### config.mk
export PLATFORM = sky130hd
export DESIGN_NAME = dcache_ctrl
export DESIGN_NICKNAME = d
export VERILOG_FILES = /design/src/rtl/dcache_ctrl.sv
export SDC_FILE = /design/constraint.sdc
export NUM_CORES = 2
export LEC_CHECK = 0
export BUFFER_PORTS_ARGS = -buffer_cell sky130_fd_sc_hd__clkbuf_2
export CELL_PAD_IN_SITES_DETAIL_PLACEMENT = 1
export CELL_PAD_IN_SITES_GLOBAL_PLACEMENT = 2
export CORE_ASPECT_RATIO = 0.8
export CORE_UTILIZATION = 53
export DETAILED_ROUTE_END_ITERATION = 7
export PLACE_DENSITY_LB_ADDON = 0.05
export SKIP_LAST_GASP = 1
export SLEW_MARGIN = 10
export SYNTH_ARGS = -nofsm -noshare
export SYNTH_HDL_FRONTEND = slang
export SYNTH_SLANG_ARGS = --single-unit
### constraint.sdc
create_clock -name clk_i -period 12.97 [get_ports clk_i]
set_input_delay 1.297 -clock clk_i [delete_from_list [all_inputs] [get_ports clk_i]]
set_output_delay 1.297 -clock clk_i [all_outputs]
set_load 0.05 [all_outputs]
### src/rtl/dcache_ctrl.sv
// dcache_ctrl
// -----------------------------------------------------------------------------
// Data-memory access stage sitting between EX/MEM and MEM/WB. It holds a
// direct-mapped, write-back, write-allocate cache with one 32-bit word per
// line, in front of a slow handshaked data memory.
//
// A hit (load or store) completes in the cycle it is presented. A miss raises
// stall_o in that same cycle and holds it while the FSM writes back a dirty
// victim (WRITEBACK) and then fills the line (ALLOCATE). After the fill, the
// held request is re-evaluated in IDLE and completes as a hit.
//
// Ports
//   clk_i        : clock, all state updates on the rising edge
//   rst_i        : synchronous active-high reset
//   req_i        : pipeline access this cycle
//   wr_i         : 1 = store, 0 = load (qualified by req_i)
//   addr_i       : byte address; bits [1:0] ignored
//   wdata_i      : store data
//   rdata_o      : load data (zero unless a load hits in IDLE)
//   stall_o      : pipeline hold request
//   mem_enable_o : memory request, held until mem_ack_i
//   mem_write_o  : 1 = writeback, 0 = fill
//   mem_addr_o   : word-aligned memory address
//   mem_wdata_o  : victim data for writeback
//   mem_ack_i    : one-cycle completion pulse from memory
//   mem_rdata_i  : fill data, valid in the mem_ack_i cycle
// -----------------------------------------------------------------------------
module dcache_ctrl #(
    parameter int LINES = 32
) (
    input  logic        clk_i,
    input  logic        rst_i,
    input  logic        req_i,
    input  logic        wr_i,
    input  logic [31:0] addr_i,
    input  logic [31:0] wdata_i,
    output logic [31:0] rdata_o,
    output logic        stall_o,
    output logic        mem_enable_o,
    output logic        mem_write_o,
    output logic [31:0] mem_addr_o,
    output logic [31:0] mem_wdata_o,
    input  logic        mem_ack_i,
    input  logic [31:0] mem_rdata_i
);

    localparam int IDX   = $clog2(LINES);
    localparam int TAG_W = 30 - IDX;

    typedef enum logic [1:0] {
        IDLE      = 2'd0,
        WRITEBACK = 2'd1,
        ALLOCATE  = 2'd2
    } state_t;

    state_t state_reg, state_next;

    // Address split of the live request
    logic [IDX-1:0]   idx;
    logic [TAG_W-1:0] tag;
    assign idx = addr_i[2+IDX-1:2];
    assign tag = addr_i[31:2+IDX];

    // Byte-offset bits are intentionally ignored (word accesses only)
    logic unused_addr_bits;
    assign unused_addr_bits = ^addr_i[1:0];

    // Line storage; tag/data are never cleared, only valid/dirty are
    logic [TAG_W-1:0] tag_arr  [LINES];
    logic [31:0]      data_arr [LINES];
    logic [LINES-1:0] valid_reg, valid_next;
    logic [LINES-1:0] dirty_reg, dirty_next;

    // Miss address captured when the miss is first seen; later changes on
    // addr_i during the miss are not looked at
    logic [TAG_W-1:0] miss_tag_reg;
    logic [IDX-1:0]   miss_idx_reg;

    // Registered memory interface
    logic        mem_enable_reg, mem_enable_next;
    logic        mem_write_reg,  mem_write_next;
    logic [31:0] mem_addr_reg,   mem_addr_next;
    logic [31:0] mem_wdata_reg,  mem_wdata_next;

    logic in_idle;
    logic hit;
    logic hit_store;
    logic miss_start;
    logic wb_done;
    logic fill_done;

    assign in_idle    = (state_reg == IDLE);
    assign hit        = valid_reg[idx] && (tag_arr[idx] == tag);
    assign hit_store  = in_idle && req_i && wr_i && hit;
    assign miss_start = in_idle && req_i && !hit;
    assign wb_done    = (state_reg == WRITEBACK) && mem_ack_i;
    assign fill_done  = (state_reg == ALLOCATE) && mem_ack_i;

    // Pipeline-facing outputs are combinational so a hit costs no cycle
    assign stall_o = req_i && !(in_idle && hit);
    assign rdata_o = (in_idle && req_i && !wr_i && hit) ? data_arr[idx] : 32'd0;

    assign mem_enable_o = mem_enable_reg;
    assign mem_write_o  = mem_write_reg;
    assign mem_addr_o   = mem_addr_reg;
    assign mem_wdata_o  = mem_wdata_reg;

    // Per-line valid/dirty update
    for (genvar gi = 0; gi < LINES; gi++) begin : g_line_state
        logic is_miss_line;
        logic is_req_line;
        assign is_miss_line = (miss_idx_reg == IDX'(gi));
        assign is_req_line  = (idx == IDX'(gi));

        assign valid_next[gi] = (fill_done && is_miss_line) ? 1'b1 : valid_reg[gi];

        // A store hit dirties the line; a completed writeback or a fresh fill
        // leaves it clean
        assign dirty_next[gi] = (hit_store && is_req_line)                ? 1'b1 :
                                ((wb_done || fill_done) && is_miss_line) ? 1'b0 :
                                dirty_reg[gi];
    end

    always_ff @(posedge clk_i) begin
        if (rst_i) begin
            valid_reg <= '0;
            dirty_reg <= '0;
        end else begin
            valid_reg <= valid_next;
            dirty_reg <= dirty_next;
        end
    end

    // Single write port into the line arrays: store hit or fill, which can
    // never happen in the same cycle since they belong to different states
    logic           data_we;
    logic [IDX-1:0] data_waddr;
    logic [31:0]    data_wdata;
    assign data_we    = (hit_store || fill_done) && !rst_i;
    assign data_waddr = fill_done ? miss_idx_reg : idx;
    assign data_wdata = fill_done ? mem_rdata_i : wdata_i;

    always_ff @(posedge clk_i) begin
        if (data_we) begin
            data_arr[data_waddr] <= data_wdata;
        end
        if (fill_done && !rst_i) begin
            tag_arr[miss_idx_reg] <= miss_tag_reg;
        end
    end

    // FSM state and memory-interface registers
    always_ff @(posedge clk_i) begin
        if (rst_i) begin
            state_reg      <= IDLE;
            miss_tag_reg   <= '0;
            miss_idx_reg   <= '0;
            mem_enable_reg <= 1'b0;
            mem_write_reg  <= 1'b0;
            mem_addr_reg   <= 32'd0;
            mem_wdata_reg  <= 32'd0;
        end else begin
            state_reg      <= state_next;
            mem_enable_reg <= mem_enable_next;
            mem_write_reg  <= mem_write_next;
            mem_addr_reg   <= mem_addr_next;
            mem_wdata_reg  <= mem_wdata_next;
            if (miss_start) begin
                miss_tag_reg <= tag;
                miss_idx_reg <= idx;
            end
        end
    end

    // Next state and the memory-interface values for the state being entered
    always_comb begin
        state_next      = state_reg;
        mem_enable_next = mem_enable_reg;
        mem_write_next  = mem_write_reg;
        mem_addr_next   = mem_addr_reg;
        mem_wdata_next  = mem_wdata_reg;

        case (state_reg)
            IDLE: begin
                if (miss_start) begin
                    if (valid_reg[idx] && dirty_reg[idx]) begin
                        // Evict the victim first, addressed by its own tag
                        state_next      = WRITEBACK;
                        mem_enable_next = 1'b1;
                        mem_write_next  = 1'b1;
                        mem_addr_next   = {tag_arr[idx], idx, 2'b00};
                        mem_wdata_next  = data_arr[idx];
                    end else begin
                        state_next      = ALLOCATE;
                        mem_enable_next = 1'b1;
                        mem_write_next  = 1'b0;
                        mem_addr_next   = {tag, idx, 2'b00};
                        mem_wdata_next  = 32'd0;
                    end
                end
            end

            WRITEBACK: begin
                if (mem_ack_i) begin
                    state_next      = ALLOCATE;
                    mem_enable_next = 1'b1;
                    mem_write_next  = 1'b0;
                    mem_addr_next   = {miss_tag_reg, miss_idx_reg, 2'b00};
                    mem_wdata_next  = 32'd0;
                end
            end

            ALLOCATE: begin
                if (mem_ack_i) begin
                    state_next      = IDLE;
                    mem_enable_next = 1'b0;
                    mem_write_next  = 1'b0;
                    mem_addr_next   = 32'd0;
                    mem_wdata_next  = 32'd0;
                end
            end

            default: begin
                state_next      = IDLE;
                mem_enable_next = 1'b0;
                mem_write_next  = 1'b0;
                mem_addr_next   = 32'd0;
                mem_wdata_next  = 32'd0;
            end
        endcase
    end

endmodule

==> qor_table.md <==
| Parameter | Value | Unit |
|:---|:---|:---|
| Top cell type's share of synthesized area | 70.8 | % |
| Worst Setup Path Type | in2out | - |
| Final net count | 4,141 | - |
| Switching power summed over all nets | 2.92 | mW |
| Post-synth design cell area | 0.0773 | mm2 |
| Worst ir drop on vdd | 0.150 | mV |
| Top Registers | data_arr x1024, tag_arr x800 | - |
| Total power per unit cell area | 154 | mW/mm2 |
| Worst clock skew | 0.0248 | ns |
| Internal power contribution | 10.5 | mW |
| Maximum Capacitance Violations | 0 | - |
| Antenna violations before repair | 7 | - |
| DRC violation count after routing | 0 | - |
| Number of core rows | 124 | - |
| Max-Slew Margin vs Limit | 12.1 | % |
| Sequential fraction of the synthesis area | 75.0 | % |
| Most repeated cell in the gate-level netlist after synthesis | sky130_fd_sc_hd__edfxtp_1 | - |
| Reg2Reg Setup Slack | 6.16 | ns |
| Number of top-level pins | 200 | - |
| Vias post-DR | 40,700 | - |
| Number of CTS-inserted buffers | 191 | - |
| Final antenna-violating net count | 0 | - |
| Type of origin of the critical path | primary input | - |
| Vias per inst | 6.69 | - |
| Share of synthesized flip-flops with an asynchronous set or reset | 0 | % |
| Clock latency on the worst-skew pair | 0.83 | ns |
| First-pass iteration count of the detailed router | 8 | - |
| Worst hold slack | 0.447 | ns |
| DR iter-0 viols | 5,179 | - |
| Die Y-Extent | 344 | um |
| Post-CTS sizing | 0 | - |
| Largest fanout on the critical path | 93 | - |
| Setup TNS after final layout | 0 | ns |
| Path class of the lowest-slack min-delay path | reg2reg | - |
| Post-DP HPWL | 123 | mm |
| Max FFs per register | 1,024 | - |
| Maximum number of pins on one net before global-route repair | 94 | - |
| Final GP Congestion | 0.853 | - |
| Largest cells by area after synthesis | sky130_fd_sc_hd__edfxtp_1, sky130_fd_sc_hd__mux4_2, sky130_fd_sc_hd__dfxtp_1 | - |
| Pin slew with the least headroom to its limit | 1.32 | ns |
| Post-route total power | 13.4 | mW |
| Filler instances | 11,900 | - |
| Number of pins exceeding their max-slew limit in the final report | 0 | - |
| Switching Fraction | 21.8 | % |
| Lkg Pwr | 28.7 | nW |
| Average cell area after synthesis | 20.6 | um2 |
| CTS tree | yes | - |
| Clock buffer depth | 3 | - |
| Share of power burned in registers | 53.3 | % |
| # port buffers | 195 | - |
| # H-tree levels | 4 | - |
| Final worst-path cycle share | 68.4 | % |
| Most flops, register | data_arr | - |
| Overflow left after global routing | 0 | - |
| Hold-fix buffers at CTS | 0 | - |
| First-pass GRT wire length | 308 | mm |
| Unrepaired setup endpoints after global routing | no | - |
| Endpoint type of the worst setup path | output pin | - |
| Maximum frequency from static timing analysis | 0.113 | GHz |
| Horizontal extent of the die | 429 | um |
| Number of library cell types mapped by synthesis | 71 | - |
| Layout-stage area growth over the synthesis result | 12.8 | % |
| Clock slew at the register clock pins of the worst setup and hold paths | 0.06 | ns |
| Number of sinks driven by the clock tree | 1,984 | - |
| Core Box Area | 0.144 | mm2 |
| Placed Instances | 5,734 | - |
| Finish-stage setup viols | 0 | - |
| FF+latch count, synth | 1,984 | - |
| Routed length per instance | 36.2 | um |
| Starting utilization of the core area | 53.8 | % |
| Via count of the first global-routing pass | 41,500 | - |
| Clock period minus final worst setup slack | 8.88 | ns |
| Buffer cell driving the clock tree root | sky130_fd_sc_hd__clkbuf_16 | - |
| Status | finished, final reports clean | - |
| Syn Inst Count | 3,752 | - |
| Count of warnings emitted by yosys | 0 | - |
| Total Routing Usage GR | 30.0 | % |
| Final routed wirelength across all metal layers | 221 | mm |
| Number of enable flip-flop cells after synthesis | 1,824 | - |
| Share of layout cells above drive strength 1 | 29.2 | % |
| Final standard cell count with taps included and fillers excluded | 6,092 | - |
| CP Data Required Time | 11.67 | ns |
| Power share of the combinational group | 5.7 | % |
| Power share of the clock group | 41.0 | % |
| Most frequent cells after synthesis | sky130_fd_sc_hd__edfxtp_1, sky130_fd_sc_hd__mux4_2, sky130_fd_sc_hd__mux2i_1 | - |
| Cell accounting for the most synthesized area | sky130_fd_sc_hd__edfxtp_1 | - |
| Full die area | 0.147 | mm2 |
| Number of hold violations in the final report | 0 | - |
| Most common flop cell mapped by yosys | sky130_fd_sc_hd__edfxtp_1 | - |
| Post-CTS Repair Setup Buffers | 0 | - |
| Data arrival, critical path | 7.58 | ns |
-- kinds of logic (layout without fill, tap and decap cells) --
family | Yosys count | in the layout | synth area share (%)
buffers and inverters | 266 | 709 | 1.57
adders and majority gates | 3 | 3 | 0.0485
AOI/OAI and AO/OA | 400 | 400 | 3.75
DFF | 1984 | 1984 | 75.0
and+or+nand+nor | 363 | 363 | 2.33
xor gates and xnor gates | 9 | 9 | 0.102
muxes | 726 | 726 | 17.2
other | 1 | 8 | 0.00485
-- per-layer routing --
layer / global-route usage (%) / part of all wire (%) / vias up
met1: 44.0 / 42 / 22100
li1: - / - / 16300
met5: 0 / 0.0059 / -
met2: 45.1 / 46 / 2013
met3: 7.01 / 9.5 / 372
met4: 9.57 / 2.8 / 2
-- through the flow --
stage | area (um2) | setup WS (ns) | util [%]
2_1_floorplan | 77300 | 5.85 | -
3_3_place_gp | 81100 | 3.95 | 56.4
3_5_place_dp | 81100 | 3.82 | 56.4
4_1_cts | 87200 | 3.88 | 60.7
5_1_grt | 87300 | 3.47 | 60.7
6_report | 87300 | 4.09 | 60.7
-- worst paths after layout --
check / cells past startpoint / startpoint / to
setup / recovery: 14 / addr_i[3] / rdata_o[4]
hold / removal: 1 / valid_reg[14] / valid_reg[14]
setup reg to reg: 11 / tag_arr[18][11] / data_arr[12][15]
hold reg to reg: 1 / valid_reg[14] / valid_reg[14]
-- final cells by class --
cell class,count,area (um2),share of cell area (%)
flip-flops and latches,1984,58000,66.4
multi-input cells,1503,18600,21.3
clock buffers,269,5340,6.11
well taps,1890,2360,2.71
repair buffers,328,2040,2.34
clock inverters,83,781,0.895
inverters,29,116,0.133
diodes,6,15.0,0.0172
-- critical path: stages --
cell and delay, ns:
sky130_fd_sc_hd__buf_8 0.61, sky130_fd_sc_hd__buf_12 0.48, sky130_fd_sc_hd__mux4_2 0.61, sky130_fd_sc_hd__and2_1 0.17, sky130_fd_sc_hd__o32ai_1 0.79, sky130_fd_sc_hd__or4_1 0.21
sky130_fd_sc_hd__nand4b_1 0.17, sky130_fd_sc_hd__nor4_1 0.61, sky130_fd_sc_hd__nand4_1 0.50, sky130_fd_sc_hd__nor4_4 0.73, sky130_fd_sc_hd__nand3b_1 0.14, sky130_fd_sc_hd__buf_4 0.36
sky130_fd_sc_hd__nor2_1 0.22, sky130_fd_sc_hd__clkbuf_2 0.31
-- placed cells by master, fill, tap and decap left out, drive strengths merged, types with 7 or more instances in the layout --
cell	count
a211oi	17
a21o	32
a21oi	15
a221oi	12
a22o	16
a22oi	45
a31oi	7
and2	13
buf	136
bufinv	15
clkbuf	461
clkinv	64
dfxtp	160
edfxtp	1824
inv	32
mux2	57
mux2i	190
mux4	479
nand2	48
nand3	19
nand4	27
nor2	127
nor2b	17
nor3	55
nor4	15
o211ai	38
o21ai	73
o221ai	14
o22ai	27
o2bb2ai	32
o31ai	28
or3	7
xor2	7
-- power groups by stage --
stage                     Clock [mW]  Sequential [mW]  Combinational (mW)
after floorplan                    0             7.28               0.469
after global placement             0             7.27               0.735
after detailed placement           0             7.28               0.762
after CTS                       5.59             7.14               0.765
after global routing            5.79             7.14               0.808
final                           5.50             7.14               0.766
Power figures use the tool's default switching activity.
